### config.mk
export PLATFORM = sky130hd
export DESIGN_NAME = pipe_trace_buffer_flat
export DESIGN_NICKNAME = d
export VERILOG_FILES = /design/src/rtl/pipe_trace_buffer_if.sv /design/src/rtl/pipe_trace_buffer.sv /design/src/flat_wrapper.sv
export SDC_FILE = /design/constraint.sdc
export NUM_CORES = 2
export LEC_CHECK = 0
export ABC_AREA = 1
export BUFFER_PORTS_ARGS = -buffer_cell sky130_fd_sc_hd__buf_2
export CAP_MARGIN = 25
export CORE_ASPECT_RATIO = 0.8
export CORE_MARGIN = 10
export CORE_UTILIZATION = 45
export DETAILED_ROUTE_END_ITERATION = 8
export PLACE_DENSITY_LB_ADDON = 0.1
export SLEW_MARGIN = 20
export SYNTH_ARGS = -nofsm -noshare
export SYNTH_HDL_FRONTEND = slang
export SYNTH_SLANG_ARGS = --single-unit
### constraint.sdc
create_clock -name Clk -period 13.45 [get_ports Clk]
set_clock_uncertainty 0.2 [all_clocks]
set_input_delay 2.0175 -clock Clk [delete_from_list [all_inputs] [get_ports Clk]]
set_output_delay 2.0175 -clock Clk [all_outputs]
set_load 0.01 [all_outputs]
### src/rtl/pipe_trace_buffer_if.sv
// Capture, control and replay signals of the pipeline trace buffer.
interface pipe_trace_buffer_if #(
    parameter int unsigned DATA_WIDTH = 32,
    parameter int unsigned NUM_CH     = 4,
    parameter int unsigned DEPTH      = 16
);
    localparam int unsigned REC_W = NUM_CH * DATA_WIDTH;
    localparam int unsigned CNT_W = $clog2(DEPTH + 1);

    logic             In_Valid;
    logic [REC_W-1:0] In_Data;
    logic             In_Trigger;
    logic             Arm;
    logic             Out_Valid;
    logic             Out_Ready;
    logic [REC_W-1:0] Out_Data;
    logic             Out_Last;
    logic [1:0]       Out_State;
    logic [CNT_W-1:0] Out_Count;

    modport master (
        output In_Valid, In_Data, In_Trigger, Arm, Out_Ready,
        input  Out_Valid, Out_Data, Out_Last, Out_State, Out_Count
    );

    modport slave (
        input  In_Valid, In_Data, In_Trigger, Arm, Out_Ready,
        output Out_Valid, Out_Data, Out_Last, Out_State, Out_Count
    );
endinterface

### src/rtl/pipe_trace_buffer.sv
// Circular trace capture around a trigger event, replayed oldest-first
// over a valid/ready port.
module pipe_trace_buffer #(
    parameter int unsigned DATA_WIDTH = 32,
    parameter int unsigned NUM_CH     = 4,
    parameter int unsigned DEPTH      = 16,
    parameter int unsigned POST_TRIG  = 8
) (
    input  logic               Clk,
    input  logic               Rst,
    pipe_trace_buffer_if.slave bus
);
    localparam int unsigned REC_W = NUM_CH * DATA_WIDTH;
    localparam int unsigned PTR_W = $clog2(DEPTH);
    localparam int unsigned CNT_W = $clog2(DEPTH + 1);

    typedef enum logic [1:0] {
        S_IDLE = 2'd0,
        S_PRE  = 2'd1,
        S_POST = 2'd2,
        S_READ = 2'd3
    } state_t;

    state_t           state, state_nxt;
    logic [PTR_W-1:0] wr_ptr, wr_ptr_nxt;
    logic [PTR_W-1:0] rd_ptr, rd_ptr_nxt;
    logic [PTR_W-1:0] post_cnt, post_cnt_nxt;
    logic [CNT_W-1:0] count, count_nxt;
    logic [CNT_W-1:0] remaining, remaining_nxt;
    logic             we;
    logic [REC_W-1:0] mem [DEPTH];

    // State and pointer registers
    always_ff @(posedge Clk or posedge Rst) begin
        if (Rst) begin
            state     <= S_IDLE;
            wr_ptr    <= '0;
            rd_ptr    <= '0;
            post_cnt  <= '0;
            count     <= '0;
            remaining <= '0;
        end else begin
            state     <= state_nxt;
            wr_ptr    <= wr_ptr_nxt;
            rd_ptr    <= rd_ptr_nxt;
            post_cnt  <= post_cnt_nxt;
            count     <= count_nxt;
            remaining <= remaining_nxt;
        end
    end

    // Next-state and pointer update
    always_comb begin
        state_nxt     = state;
        wr_ptr_nxt    = wr_ptr;
        rd_ptr_nxt    = rd_ptr;
        post_cnt_nxt  = post_cnt;
        count_nxt     = count;
        remaining_nxt = remaining;
        we            = 1'b0;

        unique case (state)
            S_IDLE: begin
                if (bus.Arm) begin
                    state_nxt  = S_PRE;
                    wr_ptr_nxt = '0;
                    count_nxt  = '0;
                end
            end
            S_PRE, S_POST: begin
                if (bus.Arm) begin
                    // Restart drops whatever record arrives alongside Arm
                    state_nxt  = S_PRE;
                    wr_ptr_nxt = '0;
                    count_nxt  = '0;
                end else if (bus.In_Valid) begin
                    we         = 1'b1;
                    wr_ptr_nxt = wr_ptr + PTR_W'(1);
                    if (count != CNT_W'(DEPTH)) begin
                        count_nxt = count + CNT_W'(1);
                    end
                    if (state == S_PRE) begin
                        if (bus.In_Trigger) begin
                            if (POST_TRIG == 0) begin
                                state_nxt = S_READ;
                            end else begin
                                state_nxt    = S_POST;
                                post_cnt_nxt = PTR_W'(POST_TRIG);
                            end
                        end
                    end else begin
                        post_cnt_nxt = post_cnt - PTR_W'(1);
                        if (post_cnt == PTR_W'(1)) begin
                            state_nxt = S_READ;
                        end
                    end
                end
            end
            S_READ: begin
                if (bus.Out_Ready) begin
                    rd_ptr_nxt    = rd_ptr + PTR_W'(1);
                    remaining_nxt = remaining - CNT_W'(1);
                    if (remaining == CNT_W'(1)) begin
                        state_nxt = S_IDLE;
                    end
                end
            end
            default: state_nxt = S_IDLE;
        endcase

        // Oldest record sits Count entries behind the write pointer; a full
        // buffer truncates Count to 0, pointing at wr_ptr itself.
        if (state != S_READ && state_nxt == S_READ) begin
            rd_ptr_nxt    = wr_ptr_nxt - PTR_W'(count_nxt);
            remaining_nxt = count_nxt;
        end
    end

    // Record storage, intentionally not reset
    always_ff @(posedge Clk) begin
        if (we) begin
            mem[wr_ptr] <= bus.In_Data;
        end
    end

    assign bus.Out_Valid = (state == S_READ);
    assign bus.Out_Data  = (state == S_READ) ? mem[rd_ptr] : '0;
    assign bus.Out_Last  = (state == S_READ) && (remaining == CNT_W'(1));
    assign bus.Out_State = state;
    assign bus.Out_Count = count;
endmodule

### src/flat_wrapper.sv
// flat-port wrapper written by rule: the top's interface ports become plain ports
module pipe_trace_buffer_flat 
#(
    parameter int unsigned DATA_WIDTH = 32,
    parameter int unsigned NUM_CH     = 4,
    parameter int unsigned DEPTH      = 16,
    parameter int unsigned POST_TRIG  = 8
)
  (Clk, Rst, bus_In_Valid, bus_In_Data, bus_In_Trigger, bus_Arm, bus_Out_Ready, bus_Out_Valid, bus_Out_Data, bus_Out_Last, bus_Out_State, bus_Out_Count);
  pipe_trace_buffer_if #(.DATA_WIDTH(DATA_WIDTH), .NUM_CH(NUM_CH), .DEPTH(DEPTH)) bus_i ();
  input  logic Clk;
  input  logic Rst;
  input wire logic [$bits(bus_i.In_Valid)-1:0] bus_In_Valid;
  input wire logic [$bits(bus_i.In_Data)-1:0] bus_In_Data;
  input wire logic [$bits(bus_i.In_Trigger)-1:0] bus_In_Trigger;
  input wire logic [$bits(bus_i.Arm)-1:0] bus_Arm;
  input wire logic [$bits(bus_i.Out_Ready)-1:0] bus_Out_Ready;
  output wire logic [$bits(bus_i.Out_Valid)-1:0] bus_Out_Valid;
  output wire logic [$bits(bus_i.Out_Data)-1:0] bus_Out_Data;
  output wire logic [$bits(bus_i.Out_Last)-1:0] bus_Out_Last;
  output wire logic [$bits(bus_i.Out_State)-1:0] bus_Out_State;
  output wire logic [$bits(bus_i.Out_Count)-1:0] bus_Out_Count;
  assign bus_i.In_Valid = bus_In_Valid;
  assign bus_i.In_Data = bus_In_Data;
  assign bus_i.In_Trigger = bus_In_Trigger;
  assign bus_i.Arm = bus_Arm;
  assign bus_i.Out_Ready = bus_Out_Ready;
  assign bus_Out_Valid = bus_i.Out_Valid;
  assign bus_Out_Data = bus_i.Out_Data;
  assign bus_Out_Last = bus_i.Out_Last;
  assign bus_Out_State = bus_i.Out_State;
  assign bus_Out_Count = bus_i.Out_Count;
  pipe_trace_buffer #(.DATA_WIDTH(DATA_WIDTH), .NUM_CH(NUM_CH), .DEPTH(DEPTH), .POST_TRIG(POST_TRIG)) u_core (.Clk(Clk), .Rst(Rst), .bus(bus_i));
endmodule
==> results.tsv <==
metric	value	unit
outcome	finished clean	
largest_net_degree_at_the_start_of_global_routing	309	
area_growth_syn_to_layout	12.15	%
hold_path_startpoint	u_core.post_cnt[3]$_DFFE_PP0P_	
cp_data_arrival_time	6.20	ns
post-cts-setup-buffer-count	0	
slowest_cell_on_the_critical_path	dfrtp_4	
drt_pass1_iterations	5	
max_stage_delay	0.99	ns
endpoint	bus_Out_Data[80]	
ys_ff_latch	2072	
seq_area_frac_synth	0.7693	
critical_path.reg2reg.startpoint	u_core.bus.Out_State[0]$_DFF_PP0_	
num_rows	138	
r2r_setup_slack	9.42	ns
layout.filler_cells	15000	
synthTopCellsByArea	edfxtp_1, o21ai_0, nor2_1, o221ai_1, clkbuf_1	
setup_viol_count_final	0	
dr_total_vias	50110	
synthCells	5717	
wire_length_of_the_first_global_routing_pass	335.3	mm
synth_fp_nets	5869	
dominant_cell_by_count_in_the_synthesized_netlist	edfxtp_1	
finalHoldViolations	0	
worst_setup_hold_path_clk_slew	0.06	ns
layout_cell_share_with_drive_strength_beyond_1	0.1099	
criticalPathCategory	flop to primary output	
buffer_ports.inserted	270	
prevailing_post_synth_register_cell	edfxtp_1	
reg2reg_depth	6	
timing.critical_path.from_type	flop	
cts_htree_levels	4	
syn_avg_cell_area	14.12	sq um
cp_num_buf_inv	4	
logic_depth_of_the_worst_path_buffers_included	8	
ctsLongestPathBuffers	3	
finalWorstPathRequiredPeriod	8.418	ns
leakage	0.02858	uW
wirelength	229.2	mm
asyncSetResetFlopFracSynth	0.01158	
slew_headroom	0.2593	
postLayoutCoreUtil	0.5095	
hold_class	flop to flop	
core_area	177700	sq um
worst_r2r_endpoint	u_core.mem[5][47]$_DFFE_PP_	
dp.final_hpwl	103.0	mm
detail-route-antenna-nets	0	
power.ir.vdd_worst	0.0002562	V
die_area	196800	sq um
layout_worst_path_cycle_share	0.6259	
floorplan.die.height	398.8	microns
number_of_enable_type_register_cells_in_the_synthesized_netlist	2048	
die-width	493.5	microns
avgRoutedWirePerCell	27.31	microns
cell_at_the_root_of_the_clock_tree	clkbuf_16	
achievable-frequency	118.8	MHz
cts-hold-fix-buffers	0	
count_of_max_cap_constraint_violations	0	
globalplace.congestion	0.7320	
grt_overflow_total	0	
final_net_count	5984	
yosys.area.top_type	edfxtp_1	
worstSkewPairLatency	0.84	ns
timing.critical_path.required	11.23	ns
critical_path_peak_fanout	102	
cts_tree	done	
post_synth_most_frequent_cells	edfxtp_1, nor2_1, o21ai_0	
fraction_of_post_synthesis_cell_area_in_the_top_cell_type_by_area	0.7618	
critical-path-top-delay-family	buffers and inverters	
cp_cell_sequence	buf_4 -> buf_4 -> buf_4 -> o21ai_0 -> o221ai_1 -> nand3_1 -> a21oi_1 -> buf_2	
post_synth_instance_area	80720	sq um
antenna_violations_before_repair	54	
powerDensity	196.7	nW/um^2
worst_setup_ep_type	primary output	
numCtsBuffers	202	
grt_pass1_vias	48750	
post_drt_via_cell_ratio	5.970	
setup_repair_after_global_routing_missed_its_margin	false	
netlist-cell-type-count	33	
worst_setup_path_startpoint	u_core.rd_ptr[0]$_DFFE_PP0P_	
final_max_slew_viol_count	0	
dr_drc_count	0	
worst_path_most_repeated_cell	buf_4	
ctsResizeCount	0	
initial_utilization	0.4543	
cts_sinks	2072	
synthesis.yosys.warnings	0	
tightest_slew	1.111	ns
pin_count	271	
grt_util_all_layers	0.2257	
finalSetupTns	0	ns
detail_route.iter0.violations	5316	
-- cells by family after synthesis --
logic type | share of synthesized area
xor+xnor | 0.0007595
fa+ha+maj | 0.002883
simple gates | 0.06256
flops | 0.7693
compound gates | 0.1382
buf+inv | 0.02627
-- cells in the final DEF (no fill, tap or decap), types with 5 or more instances in the layout --
master / synthesis / routed
nor2_1: 1047 / 1043
bufinv_16: 0 / 14
clkinv_2: 2 / 32
clkinv_1: 0 / 55
nand3_1: 136 / 136
clkinv_8: 0 / 6
buf_2: 105 / 270
inv_6: 0 / 6
nor2_4: 1 / 5
ha_1: 17 / 17
clkbuf_1: 308 / 51
nand2_1: 65 / 65
edfxtp_1: 2048 / 2048
nor3_2: 0 / 12
o21ai_0: 934 / 934
clkbuf_16: 0 / 203
o21ai_1: 107 / 107
buf_4: 16 / 66
clkinvlp_4: 0 / 5
buf_12: 0 / 14
inv_1: 50 / 49
o211ai_1: 149 / 149
o221ai_1: 365 / 365
diode_2: 0 / 10
dfrtp_1: 24 / 20
xor2_1: 5 / 5
a21oi_1: 135 / 135
o22ai_1: 152 / 152
-- registers in the layout, indices dropped and copies added (netlist names) --
signal,flops
u_core.bus.Out_Count,5
u_core.bus.Out_State,2
u_core.mem,2048
u_core.post_cnt,4
u_core.rd_ptr,4
u_core.remaining,5
u_core.wr_ptr,4
-- layout make-up --
cell class	count	area [sq um]	share of cell area
sequential	2072	62110	0.6861
tap	2380	2978	0.03289
timing repair buffer	354	2221	0.02453
clock inverter	122	1047	0.01157
antenna	10	25.02	0.0002764
multi-input combinational	3145	16590	0.1833
clock buffer	254	5271	0.05823
inverter	57	280.3	0.003096
-- report_power, final --
group	internal (uW)	leakage, uW	switching [uW]
Sequential	7270	0.0187	147
Clock	3050	0.00307	2450
Combinational	1360	0.00677	3540
-- per-stage QoR --
stage               cell area (sq um)  setup WS [ns]  total power (uW)  hold WS (ns)  std cells
floorplan                       80720          1.494             10780        0.2592       5717
global placement                84100          6.160             12400        0.2770       8005
detailed placement              84130          6.022             12440        0.2902       8006
CTS                             90450          5.092             17920        0.2962       8382
global route                    90520          4.803             18700        0.3427       8391
finish                          90530          5.032             17810        0.2967       8394
-- metal layers --
metal	part of all wire	vias up	GRT usage
met1	0.44	25610	0.3176
met5	0.0012	-	0
met3	0.068	395	0.04251
met2	0.46	1764	0.3595
li1	-	22300	-
met4	0.027	42	0.06477
-- how the worst min path moves through the flow --
stage                                                 to  slack, ns  depth (start not counted)
after CTS                 u_core.post_cnt[3]$_DFFE_PP0P_       0.30                          1
after global routing      u_core.post_cnt[0]$_DFFE_PP0P_       0.34                          1
final                     u_core.post_cnt[3]$_DFFE_PP0P_       0.30                          1
after floorplan           u_core.post_cnt[3]$_DFFE_PP0P_       0.26                          1
after global placement    u_core.post_cnt[3]$_DFFE_PP0P_       0.28                          1
after detailed placement  u_core.post_cnt[3]$_DFFE_PP0P_       0.29                          1
Power figures use the tool's default switching activity.
